--- src/rtl/lane_pkg.sv ---
// Symbol codes and FSM state encoding shared by the lane scheduler and the receive-side demux.
package lane_pkg;

    typedef enum logic [7:0] {
        COM = 8'hbc,
        SKP = 8'h1c,
        STP = 8'hfb,
        SDP = 8'h5c,
        END = 8'hfd,
        IDL = 8'h7c
    } lane_sym_code_t;

    typedef enum logic [2:0] {
        S_IDLE,
        S_STP,
        S_DATA,
        S_END,
        S_SKP_COM,
        S_SKP_SYM
    } lane_state_t;

endpackage

--- src/rtl/lane_rr_arb.sv ---
// Two-way round-robin arbiter; o_last holds the most recent winner and only moves on i_update.
// The requester opposite o_last wins when asking, so grants alternate under steady contention.
module lane_rr_arb (
    input  logic       clk,
    input  logic       reset,
    input  logic [1:0] i_req,
    input  logic       i_update,
    output logic       o_last
);

    logic r_last;
    logic w_win;

    // With no request at all the winner is irrelevant; the caller only updates on a request.
    assign w_win  = i_req[~r_last] ? ~r_last : r_last;
    assign o_last = r_last;

    always_ff @(posedge clk or posedge reset) begin
        if (reset) begin
            r_last <= 1'b1;
        end else if (i_update) begin
            r_last <= w_win;
        end
    end

endmodule

--- src/rtl/lane_scheduler.sv ---
// Frames two requesters' packets onto one symbol lane (STP, payload, END) with periodic skip sets between packets.
// Symbols leave one cycle after the state that produces them; in_ready depends on state and grant only.
module lane_scheduler
    import lane_pkg::*;
#(
    parameter int SKP_INTERVAL = 64,
    parameter int SKP_LEN      = 3
) (
    input  logic       clk,
    input  logic       reset,
    input  logic [1:0] in_valid,
    input  logic [7:0] in_data0,
    input  logic [7:0] in_data1,
    input  logic [1:0] in_last,
    output logic [1:0] in_ready,
    output logic       out_valid,
    output logic [7:0] out_data,
    output logic       out_is_k,
    output logic       grant_id,
    output logic       busy
);

    localparam int               CNT_W    = $clog2(SKP_INTERVAL);
    localparam logic [CNT_W-1:0] CNT_LAST = CNT_W'(SKP_INTERVAL - 1);
    localparam logic [2:0]       IDX_LAST = 3'(SKP_LEN - 1);

    lane_state_t      r_state;
    lane_state_t      w_state_nxt;
    logic [CNT_W-1:0] r_skp_cnt;
    logic             r_skp_pending;
    logic [2:0]       r_skp_idx;
    logic [2:0]       w_skp_idx_nxt;
    logic             r_out_vld;
    logic [7:0]       r_out_dat;
    logic             r_out_k;
    logic             w_out_vld;
    logic [7:0]       w_out_dat;
    logic             w_out_k;
    logic             w_grant;
    logic             w_arb_upd;
    logic             w_decide;
    logic             w_skp_clr;
    logic             w_skp_wrap;
    logic             w_vld_g;
    logic             w_last_g;
    logic [7:0]       w_dat_g;

    lane_rr_arb u_arb (
        .clk      (clk),
        .reset    (reset),
        .i_req    (in_valid),
        .i_update (w_arb_upd),
        .o_last   (w_grant)
    );

    assign w_vld_g    = in_valid[w_grant];
    assign w_last_g   = in_last[w_grant];
    assign w_dat_g    = w_grant ? in_data1 : in_data0;
    assign w_skp_wrap = (r_skp_cnt == CNT_LAST);

    assign in_ready  = (r_state == S_DATA) ? {w_grant, ~w_grant} : 2'b00;
    assign grant_id  = w_grant;
    assign busy      = (r_state != S_IDLE);
    assign out_valid = r_out_vld;
    assign out_data  = r_out_dat;
    assign out_is_k  = r_out_k;

    always_comb begin
        w_state_nxt   = r_state;
        w_skp_idx_nxt = r_skp_idx;
        w_out_vld     = 1'b0;
        w_out_dat     = IDL;
        w_out_k       = 1'b0;
        w_skp_clr     = 1'b0;
        w_decide      = 1'b0;
        w_arb_upd     = 1'b0;

        case (r_state)
            S_IDLE: begin
                w_decide = 1'b1;
            end
            S_STP: begin
                w_out_vld   = 1'b1;
                w_out_dat   = STP;
                w_out_k     = 1'b1;
                w_state_nxt = S_DATA;
            end
            S_DATA: begin
                // Payload may carry control code values; out_is_k stays low to mark them as data.
                if (w_vld_g) begin
                    w_out_vld = 1'b1;
                    w_out_dat = w_dat_g;
                    if (w_last_g) begin
                        w_state_nxt = S_END;
                    end
                end
            end
            S_END: begin
                w_out_vld = 1'b1;
                w_out_dat = END;
                w_out_k   = 1'b1;
                w_decide  = 1'b1;
            end
            S_SKP_COM: begin
                w_out_vld     = 1'b1;
                w_out_dat     = COM;
                w_out_k       = 1'b1;
                w_skp_clr     = 1'b1;
                w_skp_idx_nxt = 3'd0;
                w_state_nxt   = S_SKP_SYM;
            end
            S_SKP_SYM: begin
                w_out_vld = 1'b1;
                w_out_dat = SKP;
                w_out_k   = 1'b1;
                if (r_skp_idx == IDX_LAST) begin
                    w_skp_idx_nxt = 3'd0;
                    w_decide      = 1'b1;
                end else begin
                    w_skp_idx_nxt = r_skp_idx + 3'd1;
                end
            end
            default: begin
                w_state_nxt = S_IDLE;
            end
        endcase

        // Packet boundary: a pending skip outranks any waiting packet.
        if (w_decide) begin
            if (r_skp_pending) begin
                w_state_nxt = S_SKP_COM;
            end else if (|in_valid) begin
                w_state_nxt = S_STP;
                w_arb_upd   = 1'b1;
            end else begin
                w_state_nxt = S_IDLE;
            end
        end
    end

    always_ff @(posedge clk or posedge reset) begin
        if (reset) begin
            r_state       <= S_IDLE;
            r_skp_cnt     <= '0;
            r_skp_pending <= 1'b0;
            r_skp_idx     <= 3'd0;
            r_out_vld     <= 1'b0;
            r_out_dat     <= IDL;
            r_out_k       <= 1'b0;
        end else begin
            r_state   <= w_state_nxt;
            r_skp_idx <= w_skp_idx_nxt;
            r_out_vld <= w_out_vld;
            r_out_dat <= w_out_dat;
            r_out_k   <= w_out_k;
            r_skp_cnt <= w_skp_wrap ? '0 : r_skp_cnt + 1'b1;
            // A wrap landing on the COM cycle keeps the flag, so that interval's skip is not lost.
            if (w_skp_wrap) begin
                r_skp_pending <= 1'b1;
            end else if (w_skp_clr) begin
                r_skp_pending <= 1'b0;
            end
        end
    end

endmodule

--- config.mk ---
export PLATFORM = sky130hd
export DESIGN_NAME = lane_scheduler
export DESIGN_NICKNAME = d
export VERILOG_FILES = /design/src/rtl/lane_pkg.sv /design/src/rtl/lane_rr_arb.sv /design/src/rtl/lane_scheduler.sv
export SDC_FILE = /design/constraint.sdc
export NUM_CORES = 1
export LEC_CHECK = 0
export ABC_AREA = 1
export BUFFER_PORTS_ARGS = -buffer_cell sky130_fd_sc_hd__buf_2
export CORE_MARGIN = 2
export CORE_UTILIZATION = 53
export CTS_BUF_LIST = sky130_fd_sc_hd__clkbuf_4 sky130_fd_sc_hd__clkbuf_8
export CTS_CLUSTER_DIAMETER = 200
export DETAILED_ROUTE_END_ITERATION = 10
export GPL_ROUTABILITY_DRIVEN = 0
export PLACE_DENSITY_LB_ADDON = 0.2
export SYNTH_ARGS = -nofsm -noshare
export SYNTH_HDL_FRONTEND = slang
export SYNTH_HIERARCHICAL = 1
export SYNTH_SLANG_ARGS = --single-unit
--- constraint.sdc ---
create_clock -name clk -period 1.5 [get_ports clk]
set_input_delay 0.075 -clock clk [delete_from_list [all_inputs] [get_ports clk]]
set_output_delay 0.075 -clock clk [all_outputs]
set_load 0.02 [all_outputs]
### Yosys cells after proc, flatten, opt, wreduce, memory -nomap -nowiden

Index checks and enable logic that the tools add are counted.

| operators by class | value |
|---|---|
| bitwise operators | 1 |
| mux-type cells | 30 |
| divide/modulo/power cells | 0 |
| $lt $le $gt $ge | 2 |
| reductions and logical operators | 10 |
| multipliers | 0 |
| eq/ne operators | 10 |
| add/sub/neg operators | 2 |
| shift operators | 0 |

Operators with widths:

| cell | number |
|---|---|
| case mux 8 bit (5 select lines) | 1 |
| 2-to-1 mux 1 bit | 16 |
| 2-to-1 mux 8 bit | 2 |
| 2-to-1 mux 3 bit | 5 |
| case mux 3 bit (4 select lines) | 1 |
| == test 3 x 2 -> 1 bit, second input constant | 3 |
| adder 6 x 1 -> 6 bit, second input constant | 1 |
| == test 3 bit, second input constant | 2 |
| == test 6 bit, second input constant | 1 |
| 2-to-1 mux 6 bit | 1 |
| inequality test 3 bit, second input constant | 2 |
| case mux 3 bit (2 select lines) | 1 |
| < comparator 1 x 2 -> 1 bit, second input constant | 2 |
| case mux 1 bit (2 select lines) | 2 |
| nonzero test 2 bit | 2 |
| OR reduction 2 bit | 2 |
| OR reduction 4 bit | 1 |
| adder 3 x 1 -> 3 bit, second input constant | 1 |
| == test 3 x 1 -> 1 bit, second input constant | 1 |
| logical NOT 3 bit | 1 |
| AND reduction 3 bit | 1 |
| nonzero test 3 bit | 1 |
| OR reduction 3 bit | 1 |
| 2-to-1 mux 2 bit | 1 |
| 3 further kinds | 3 |

| storage, ports and cells | value |
|---|---|
| bits in registers | 24 |
| memories kept | 0 |
| logic and storage cells | 63 |
| memory bits (read-only) | 0 |
| output and inout port bits | 14 |
| bits in writable memories | 0 |
| input bits | 22 |
| latch bits | 0 |

### Longest topological paths before layout

Gate-level depths: netlist of run 1.

| depth | value |
|---|---|
| depth after elaboration | 6 |
| mapped depth | 11 |
| depth with buffers taken out | 11 |

### Modules after synthesis

Netlist of run 1, hierarchy kept.

Modules (own cells, without submodules):

| module | cells an instance | area an instance (um^2) | instances |
|---|---|---|---|
| lane_scheduler | 151 | 1172.4 | 1 |
| lane_rr_arb | 8 | 53.8 | 1 |

### Worst setup path before layout of run 1

Ideal clock, no wire load.

| timing | value |
|---|---|
| path type | reg-to-reg |
| start point | register r_state[1] |
| end point | register r_skp_idx[2] |
| arrival | 1.242 ns |
| setup slack | 0.180 ns |
| stages on the path, launching flop included | 7 |
| data required time | 1.423 ns |
| period minus slack after synthesis | 1.320 ns |
| cells stage by stage | dfrtp_1 inv_1 ha_1 clkbuf_1 nand3_1 xor2_1 a21oi_1 |

| between the ends | value |
|---|---|
| cells in the longest elaborated chain, start to end | 2 |

Ends and longest elaborated chain:

| item | RTL line | source |
|---|---|---|
| start: declaration | lane_scheduler.sv:27 | `lane_state_t r_state;` |
| start signal: assignment | lane_scheduler.sv:151 | `r_state <= w_state_nxt;` |
| == test 3 bit | lane_scheduler.sv:78 | `case (r_state)` |
| case mux 3 bit (2 select lines) or nonzero test 2 bit (tied branches) | n/a |  |
| end signal: assignment | lane_scheduler.sv:152 | `r_skp_idx <= w_skp_idx_nxt;` |
| end: declaration | lane_scheduler.sv:31 | `logic [2:0] r_skp_idx;` |

Parallel ways exist; a longest one is shown, timed or not.
A chain may end at the register's enable or synchronous reset.

### Final worst setup path of run 1

| timing | value |
|---|---|
| start point | register r_state[2] |
| end point | output in_ready[1] |

| between the ends | value |
|---|---|
| cells in the longest elaborated chain, start to end | 2 |

Ends and longest elaborated chain:

| item | RTL line | source |
|---|---|---|
| == test 3 x 2 -> 1 bit | lane_scheduler.sv:61 | `assign in_ready = (r_state == S_DATA) ? {w_grant, ~w_grant} : 2'b00;` |
| 2-to-1 mux 2 bit | lane_scheduler.sv:61 |  |
| end: declaration | lane_scheduler.sv:15 | `output logic [1:0] in_ready,` |

Every way passes these cells.

==> results of run 1 <==
worst max path at each step:
stage,startpoint,to
after floorplan,r_state[1]$_DFFE_PP0P_,r_skp_idx[2]$_DFFE_PP0P_
after global placement,r_state[1]$_DFFE_PP0P_,out_data[2]$_DFF_PP1_
after detailed placement,r_state[1]$_DFFE_PP0P_,r_skp_idx[2]$_DFFE_PP0P_
after CTS,r_state[2]$_DFFE_PP0P_,in_ready[1]
after global routing,r_state[2]$_DFFE_PP0P_,in_ready[1]
final,r_state[2]$_DFFE_PP0P_,in_ready[1]
placed cells by master (no fill, tap or decap), types with 2 or more instances in the layout:
| master | netlist | final |
|---|---|---|
| buf_2 | 1 | 35 |
| nor2_1 | 11 | 11 |
| nor2_2 | 2 | 2 |
| nand3_1 | 17 | 17 |
| clkbuf_4 | 0 | 3 |
| dfrtp_1 | 18 | 17 |
| inv_1 | 20 | 19 |
| xor2_1 | 4 | 4 |
| buf_4 | 0 | 2 |
| dfstp_2 | 6 | 6 |
| nand2_1 | 56 | 56 |
| a21oi_1 | 8 | 8 |
| ha_1 | 2 | 2 |
| nand2_2 | 3 | 3 |
| inv_2 | 2 | 3 |
| o21ai_0 | 2 | 2 |
metrics by stage:
step | utilization, % | cell area (um2) | hold WS [ns]
after floorplan | - | 1226 | -0.03530
after global placement | 65.85 | 1443 | 0.08139
after detailed placement | 65.85 | 1443 | 0.08577
after CTS | 68.70 | 1505 | 0.008375
after global routing | 68.76 | 1506 | 0.05957
final | 68.76 | 1506 | 0.01687
layout make-up:
class                      instances  area, um2  share of cell area, %
inverter                          23      88.84                  5.897
clock inverter                     1      30.03                  1.993
tap                               28      35.03                  2.326
sequential                        24      609.3                  40.45
clock buffer                       3      22.52                  1.495
multi-input combinational        110      520.5                  34.55
timing repair buffer              38      200.2                  13.29
state kept, by name, indices dropped and copies added (netlist names):
signal and flops:
out_data 8, r_skp_cnt 6, r_skp_idx 3, r_state 3, out_is_k 1, out_valid 1
r_skp_pending 1, u_arb/o_last 1
power by group through the flow:
| stage | Clock [mW] | Sequential [mW] | Combinational [mW] |
|---|---|---|---|
| 3_5_place_dp | 0 | 0.939 | 1.23 |
| 6_report | 0.464 | 0.926 | 1.23 |
| 3_3_place_gp | 0 | 0.929 | 1.20 |
| 2_1_floorplan | 0 | 1.10 | 0.721 |
| 5_1_grt | 0.503 | 0.945 | 1.39 |
| 4_1_cts | 0.478 | 0.925 | 1.24 |
logic make-up after synthesis:
logic type | after synthesis | synth area share, %
and+or+nand+nor | 92 | 31.84
AOI/OAI and AO/OA | 12 | 5.715
adders and majority gates | 2 | 2.040
buffers and inverters | 25 | 7.959
xor gates and xnor gates | 4 | 2.857
DFF | 24 | 49.59
metal layers:
| layer | vias up | GRT usage [%] |
|---|---|---|
| met5 | - | 0 |
| met2 | 20 | 40.72 |
| li1 | 573 | - |
| met1 | 511 | 23.63 |
| met4 | 0 | 10.09 |
| met3 | 5 | 4.023 |
timing repair:
action	CTS	global route
gates resized for setup	0	2
endpoints found under the setup margin	0	5
hold buffers	1	0
endpoints found under the hold margin	19	0
worst max-delay path, cell delays in order, from the launching register on:
cell and delay [ns]:
dfrtp_2 0.48, nor2_2 0.16, nand2_2 0.12, nor2_1 0.10, buf_2 0.16
==> metrics.txt, run 1 <==
status complete, no violations; CP arrival 1.34 ns; Remaining Overflow, GRT 0; Gate Count Post-Synth 159; Detail Route met2 WL between 1000 and 1500 um; Netlist cell types 21; Period minus WS final around 1.4 ns; CTS tree built; Synth Flop Type dfrtp_1; Critical Path RT 1.42 ns; count of final setup violators 0; R2R depth 4; hold path start in_valid[0]; number of cells on the worst hold path 4; Final Hold Fails 0; Logic pwr share 47.0%; clock root buffer master clkbuf_4; post-synth top area share 36.73%; Setup crit start kind flop; Mapped Area between 1000 and 1500 um2; Residual DRC 0; antenna violations before repair 0; Slew Viols, Final 0; Yosys reg bits 24; Post-CTS Setup Inserts 0; VDD IR max 0.0009961 V; skew final about 0.0037 ns; leading area contributor after synthesis dfrtp_1; Reg2Reg Capture Point out_data[1]$_DFF_PP0_; worst min path class in2reg; row count 17; Final Non-Filler Cells 227; relative slew slack 79.17%; kind of critical path reg2out; core outline area 2191 um2; I/O Pins 36; Post-synth ARST share 100.0%; Max Used Layer met4; drt first pass iters 4; CP endpoint kind output pin; Sink Count 24; GR Util All Layers 21.90%; Starting Density 55.97%; full die area 2714 um2; WL met1 995 um; Net Sw Frac 42.08%; CTS H-tree lvls 1; post-synthesis average cell area a little under 8 um2; RSZ-0062 raised after global routing no; clock network power share 17.7%; pin count of the biggest net entering global routing 24; Ys Warns 6; first-pass GRT wire length between 4000 and 5000 um; detailed placement HPWL 1953 um; synth top area cells dfrtp_1, nand2_1, dfstp_2, nand3_1, inv_1; Fillers approximately 190; fmax between 0.7 and 0.8 GHz; worst r2r src u_arb/o_last$_DFFE_PP1P_; PD cells roughly 1700 nW/um2; worst-skew pair later-pin latency approximately 0.32 ns; Final nets 224; top-count cell post-synth nand2_1; Horiz. Die Dim 52.10 um; CTS clk-pin slew, worst paths 0.13 ns; final wirelength 2454 um; vias per cell 4.885; total power 2.620 mW; most instantiated cells after synthesis nand2_1, inv_1, dfrtp_1; Final WS setup 0.08975 ns; dpl ws 0.1284 ns; worst-path maximum fanout 7; initial DRC count 18; sequential area share after synthesis 49.59%; total internal power approximately 1.5 mW; Post-synth EDFFs 0; number of diodes 0; CTS Buf Count 3; hold path endpoint u_arb/o_last$_DFFE_PP1P_; Max clock buf depth 2; Post-Syn Nets about 180; DR WL met3 around 90 um; via count 1109; Placed Instances 222; share of cells above drive strength 1 29.65%; leakage power 0.8553 nW; Die Ht around 52 um; Area growth syn-to-layout 22.86%; Buffers on Ports 35; worst-margin pin slew 0.3100 ns; post-route setup TNS 0 ns; MaxCap Viol Count 0; DR WL/cell 10.81 um; vias in the first global route 1094; DRT antenna net count 0; setup slack, reg-to-reg 0.17 ns; fin crit share 94.02%; Seq pwr share 35.3%; Sw Pwr about 1.1 mW
No activity file was read; power rests on OpenSTA's default activity.
==> run 2: changes to the inputs <==
--- a/config.mk
+++ b/config.mk
@@ -13,7 +13,8 @@
 export CTS_CLUSTER_DIAMETER = 200
 export DETAILED_ROUTE_END_ITERATION = 10
 export GPL_ROUTABILITY_DRIVEN = 0
-export PLACE_DENSITY_LB_ADDON = 0.2
+export PLACE_DENSITY = 0.82
+export SLEW_MARGIN = 20
 export SYNTH_ARGS = -nofsm -noshare
 export SYNTH_HDL_FRONTEND = slang
 export SYNTH_HIERARCHICAL = 1
==> run 2 against run 1 <==
Fmax decreased by 0.13%; global-route usage decreased by 0.77 points; first-iteration DRC count up 39%; final area up 1.0%; combinational power increased by 5%; clock skew up 0.0015 ns; power is 2.2% higher; final cell count increased by 0.44%; critical endpoint is now in_ready[0]; largest power group unchanged.
==> metrics.txt, run 2 (synthesis results as in run 1) <==
Final nets 225 (+0.45%); kind of critical path reg2out; total power 2.676 mW (+2.2%); skew final 0.005155 ns (+0.001484 ns); CP endpoint kind output pin; worst-margin pin slew 0.2835 ns (-0.02658 ns); GR Util All Layers 21.13% (-0.77 points); post-route setup TNS 0 ns (unchanged); initial DRC count 25 (+7); worst-path maximum fanout 7 (unchanged); Remaining Overflow, GRT 0 (unchanged); worst min path class in2reg; CTS tree built; worst-path cell chain nor2_2 > nand2_2 > nor2_1 > buf_2; Slew Viols, Final 0 (unchanged); Residual DRC 0 (unchanged); Die Ht 52.10 um (unchanged); Area growth syn-to-layout 24.08%; Fillers 169 (-12%); register area 609.3 um2 (unchanged); Starting Density 55.97% (unchanged); Final Hold Fails 0 (unchanged); CTS H-tree lvls 1 (unchanged); CP delay by family, top flip-flops; CTS Buf Count 3 (unchanged); first-pass GRT wire length 4160 um (-3.5%); RSZ-0062 raised after global routing no; Setup crit start kind flop; PD cells 1759 nW/um2 (+1.1%); final wirelength 2722 um (+11%); core outline area 2191 um2 (unchanged); leakage power 0.8605 nW (+0.60%); Period minus WS final 1.412 ns (+0.001812 ns); via count 1158 (+4.4%); MaxCap Viol Count 0 (unchanged); Buffers on Ports 35 (unchanged); Max clock buf depth 2 (unchanged); vias per cell 5.079 (+4.0%); fin crit share 94.14% (+0.12 points); pin count of the biggest net entering global routing 24 (unchanged); number of diodes 0 (unchanged); vias in the first global route 1050 (-4.0%); row count 17 (unchanged); clock root buffer master clkbuf_4; R2R depth 4 (unchanged); DRT antenna net count 0 (unchanged); Multi-input gate area 528.0 um2 (+1.4%); CP Buf/Inv Count 1 (unchanged); commonest non-fill, non-tap cell in the layout nand2_1; I/O Pins 36 (unchanged); DR WL/cell 11.94 um (+10%); hold slack 0.01683 ns (-0.00003870 ns); status complete, no violations; CP peak stage delay 0.48 ns (about the same); relative slew slack 81.10% (+1.9 points); Sink Count 24 (unchanged); full die area 2714 um2 (unchanged); worst-skew pair later-pin latency 0.32 ns (about the same); Largest register FFs 8 (unchanged); fmax 0.7082 GHz (-0.13%); count of final setup violators 0 (unchanged); VDD IR max 0.0008474 V (-15%); number of cells on the worst hold path 4 (unchanged); Levels on crit path 4 (unchanged); CP arrival 1.34 ns (about the same); Critical Path RT 1.42 ns (about the same); antenna violations before repair 0 (unchanged); Horiz. Die Dim 52.10 um (unchanged); CTS clk-pin slew, worst paths 0.13 ns (about the same); share of cells above drive strength 1 30.50% (+0.85 points); detailed placement HPWL 2041 um (+4.5%); slowest cell on the critical path dfrtp_2; drt first pass iters 4 (unchanged); most frequent cells in the layout nand2_1, buf_2, inv_1
[run 2: worst min-delay path, stage by stage]
cell	delay [ns]
buf_2	0.10
nand3_1	0.07
nand2_1	0.07
inv_1	0.03
[run 2: cell type report]
class	instances	area share, %
inverters	23	5.839
multi-input cells	110	34.70
well taps	28	2.303
repair buffers	39	13.65
clock inverters	1	1.974
clock buffers	3	1.480
flip-flops and latches	24	40.05
[run 2: timing repair]
action / CTS / global route
endpoints found under the setup margin: 0 / 4
setup buffers: 0 / 1
resized for setup: 0 / 3
endpoints found under the hold margin: 19 / 0
hold buffers: 1 / 0
[run 2: final timing paths]
kind                                        start                  endpoint  slack [ns]
max                        r_state[2]$_DFFE_PP0P_               in_ready[0]        0.09
max reg2reg                r_state[1]$_DFFE_PP0P_     out_data[2]$_DFF_PP1_        0.13
min in group asynchronous                   reset  u_arb/o_last$_DFFE_PP1P_        0.29
min                                   in_valid[0]  u_arb/o_last$_DFFE_PP1P_        0.02
max in group asynchronous                   reset     out_data[4]$_DFF_PP1_        0.89
min reg2reg                r_skp_cnt[0]$_DFF_PP0_    r_skp_cnt[0]$_DFF_PP0_        0.47
[run 2: power by group]
group          switching, mW  leakage [nW]  internal [mW]
logic                  0.869         0.545          0.420
registers             0.0707         0.288          0.850
clock network          0.197        0.0279          0.270
[run 2: routing by layer]
metal	wire length (um)	track usage, %
met4	61	10.53
met3	129	2.586
met1	1108	22.98
met5	0	0
met2	1422	39.66
[run 2: stage by stage]
| stage | worst slack, ns | area [um2] | std cells | util [%] |
|---|---|---|---|---|
| after floorplan | 0.1805 | 1226 | 159 | - |
| after global placement | 0.1675 | 1443 | 222 | 65.85 |
| after detailed placement | 0.1130 | 1443 | 222 | 65.85 |
| after CTS | 0.06358 | 1505 | 227 | 68.70 |
| after global routing | 0.02196 | 1521 | 228 | 69.45 |
| final | 0.08794 | 1521 | 228 | 69.45 |
==> run 3: changes to the inputs <==
--- a/config.mk
+++ b/config.mk
@@ -9,7 +9,7 @@
 export BUFFER_PORTS_ARGS = -buffer_cell sky130_fd_sc_hd__buf_2
 export CORE_MARGIN = 2
 export CORE_UTILIZATION = 53
-export CTS_BUF_LIST = sky130_fd_sc_hd__clkbuf_4 sky130_fd_sc_hd__clkbuf_8
+export CTS_BUF_LIST = sky130_fd_sc_hd__clkbuf_8
 export CTS_CLUSTER_DIAMETER = 200
 export DETAILED_ROUTE_END_ITERATION = 10
 export GPL_ROUTABILITY_DRIVEN = 0
==> constraint.sdc (replaced) <==
create_clock -name clk -period 1.6 [get_ports clk]
set_input_delay 0.08 -clock clk [delete_from_list [all_inputs] [get_ports clk]]
set_output_delay 0.08 -clock clk [all_outputs]
set_load 0.02 [all_outputs]
==> run 3 against run 2 <==
Via count down 2.0%; register-to-register slack better by 0.07 ns; hold slack better by 0.074 ns; wire length shrank 3.1%; worst setup slack improved by 0.11 ns; final cell count fell by 0.44%; global-route usage rose by 1.2 points; final area is 0.16% higher; clock-buffer cell count did not move; combinational power is 9% lower; sequential power decreased by 4.8%; critical path type is now reg2reg; highest routed layer unchanged.
==> metrics.txt, run 3 (synthesis results as in run 1) <==
RSZ-0062 raised after global routing no; via count 1135 (-2.0%); Placed Instances 222 (unchanged); Reg2Reg Capture Point r_skp_idx[2]$_DFFE_PP0P_; kind of critical path reg2reg; hold path start in_valid[0]; fin crit share 87.71%; VDD IR max 0.0008694 V (+2.6%); Final Non-Filler Cells 227 (-0.44%); Buffers on Ports 35 (unchanged); hold path endpoint u_arb/o_last$_DFFE_PP1P_; R2R depth 5 (+1); fmax between 0.7 and 0.8 GHz; dpl cell area 1443 um2 (unchanged); first-pass GRT wire length 4491 um (+8.0%); share of cells above drive strength 1 28.64% (-1.9 points); Largest register FFs 8 (unchanged); DRT antenna net count 0 (unchanged); DR WL/cell 11.62 um (-2.7%); vias per cell 5.000 (-1.6%); Final Instance Area 1524 um2 (+0.16%); commonest non-fill, non-tap cell in the layout nand2_1; status complete, no violations; initial DRC count 8 (-68%); worst-path maximum fanout 8 (+1); CTS Buf Count 3 (unchanged); Period minus WS final 1.403 ns; post-route setup TNS 0 ns (unchanged); Sink Count 24 (unchanged); number of diodes 0 (unchanged); vias in the first global route 1128 (+7.4%); number of cells on the worst hold path 4 (unchanged); CTS clk-pin slew, worst paths 0.09 ns (-0.04 ns); detailed placement HPWL 2013 um (-1.4%); Remaining Overflow, GRT 0 (unchanged); count of final setup violators 0 (unchanged); Slew Viols, Final 0 (unchanged); GR Util All Layers 22.35% (+1.2 points); clock root buffer master clkbuf_8; Max clock buf depth 2 (unchanged); core outline area 2191 um2 (unchanged); worst-skew pair later-pin latency 0.26 ns (-0.06 ns); CTS tree built; PD cells 1684 nW/um2 (-4.2%); PostCTS Resize Cnt 0 (unchanged); worst r2r src r_state[1]$_DFFE_PP0P_; row count 17 (unchanged); Multi-input gate area 520.5 um2 (-1.4%); leakage power 0.8656 nW (+0.60%); register area 608.1 um2 (-0.21%); Fillers 169 (unchanged); full die area 2714 um2 (unchanged); Final Hold Fails 0 (unchanged); CTS H-tree lvls 1 (unchanged); Die Ht 52.10 um (unchanged); Area growth syn-to-layout 24.29%; CTS Hold Bufs 1 (unchanged); setup slack, reg-to-reg 0.20 ns (+0.07 ns); MaxCap Viol Count 0 (unchanged); Horiz. Die Dim 52.10 um (unchanged); I/O Pins 36 (unchanged); CP endpoint kind flop; drt first pass iters 6 (+2); Setup crit start kind flop; Residual DRC 0 (unchanged); final wirelength 2637 um (-3.1%); antenna violations before repair 0 (unchanged); CP arrival 1.60 ns (+0.26 ns); worst min path class in2reg; relative slew slack 80.40% (-0.71 points); pin count of the biggest net entering global routing 24 (unchanged); most frequent cells in the layout nand2_1, buf_2, inv_1; worst-margin pin slew 0.2918 ns (+0.008354 ns); Starting Density 55.97% (unchanged); Final nets 224 (-0.44%); skew final 0.006053 ns (+0.0008972 ns); Post-CTS Setup Inserts 0 (unchanged); Worst setup startpoint r_state[1]$_DFFE_PP0P_; Critical Path RT 1.80 ns (+0.38 ns)
==> run 3: where the power goes <==
group	switching [mW]	internal, mW	total [mW]
combinational	0.794	0.372	1.17
clock	0.190	0.334	0.524
sequential	0.0793	0.798	0.877
total	1.06	1.50	2.57
==> run 3: layer usage <==
metal / share of wire [%] / track usage (%) / vias up / wire length [um]
li1: - / - / 570 / -
met1: 40 / 23.50 / 529 / 1059
met2: 54 / 44.09 / 32 / 1417
met3: 4.6 / 3.448 / 4 / 120
met4: 1.4 / 7.456 / 0 / 38
met5: 0 / 0 / - / 0
==> run 3: final cells by class <==
cell class | instances | area share (%)
inverters | 23 | 5.829
well taps | 28 | 2.299
repair buffers | 38 | 13.14
clock buffers | 3 | 2.709
flip-flops and latches | 24 | 39.90
clock inverters | 1 | 1.970
multi-input cells | 110 | 34.15
==> run 3: through the flow <==
step	hold slack [ns]	setup WS (ns)	util (%)	total power, mW
4_1_cts	0.09376	0.1913	69.56	2.578
5_1_grt	0.1441	0.05083	69.56	2.750
3_3_place_gp	0.08840	0.3088	65.85	1.994
6_report	0.09087	0.1967	69.56	2.567
3_5_place_dp	0.08954	0.2249	65.85	2.033
2_1_floorplan	-0.03030	0.2805	-	1.710
==> run 3: worst max path at each step <==
| stage | endpoint | slack [ns] | depth (start not counted) |
|---|---|---|---|
| 2_1_floorplan | r_skp_idx[2]$_DFFE_PP0P_ | 0.28 | 6 |
| 3_3_place_gp | r_skp_idx[2]$_DFFE_PP0P_ | 0.31 | 5 |
| 3_5_place_dp | r_skp_idx[2]$_DFFE_PP0P_ | 0.22 | 5 |
| 4_1_cts | r_skp_idx[2]$_DFFE_PP0P_ | 0.19 | 5 |
| 5_1_grt | u_arb/o_last$_DFFE_PP1P_ | 0.05 | 11 |
| 6_report | r_skp_idx[2]$_DFFE_PP0P_ | 0.20 | 5 |
==> run 3: critical path, cell delays in order, from the launching register on <==
cell	delay, ns
dfrtp_1	0.41
inv_1	0.18
ha_1	0.35
nand3_1	0.13
xor2_1	0.15
a21oi_1	0.11
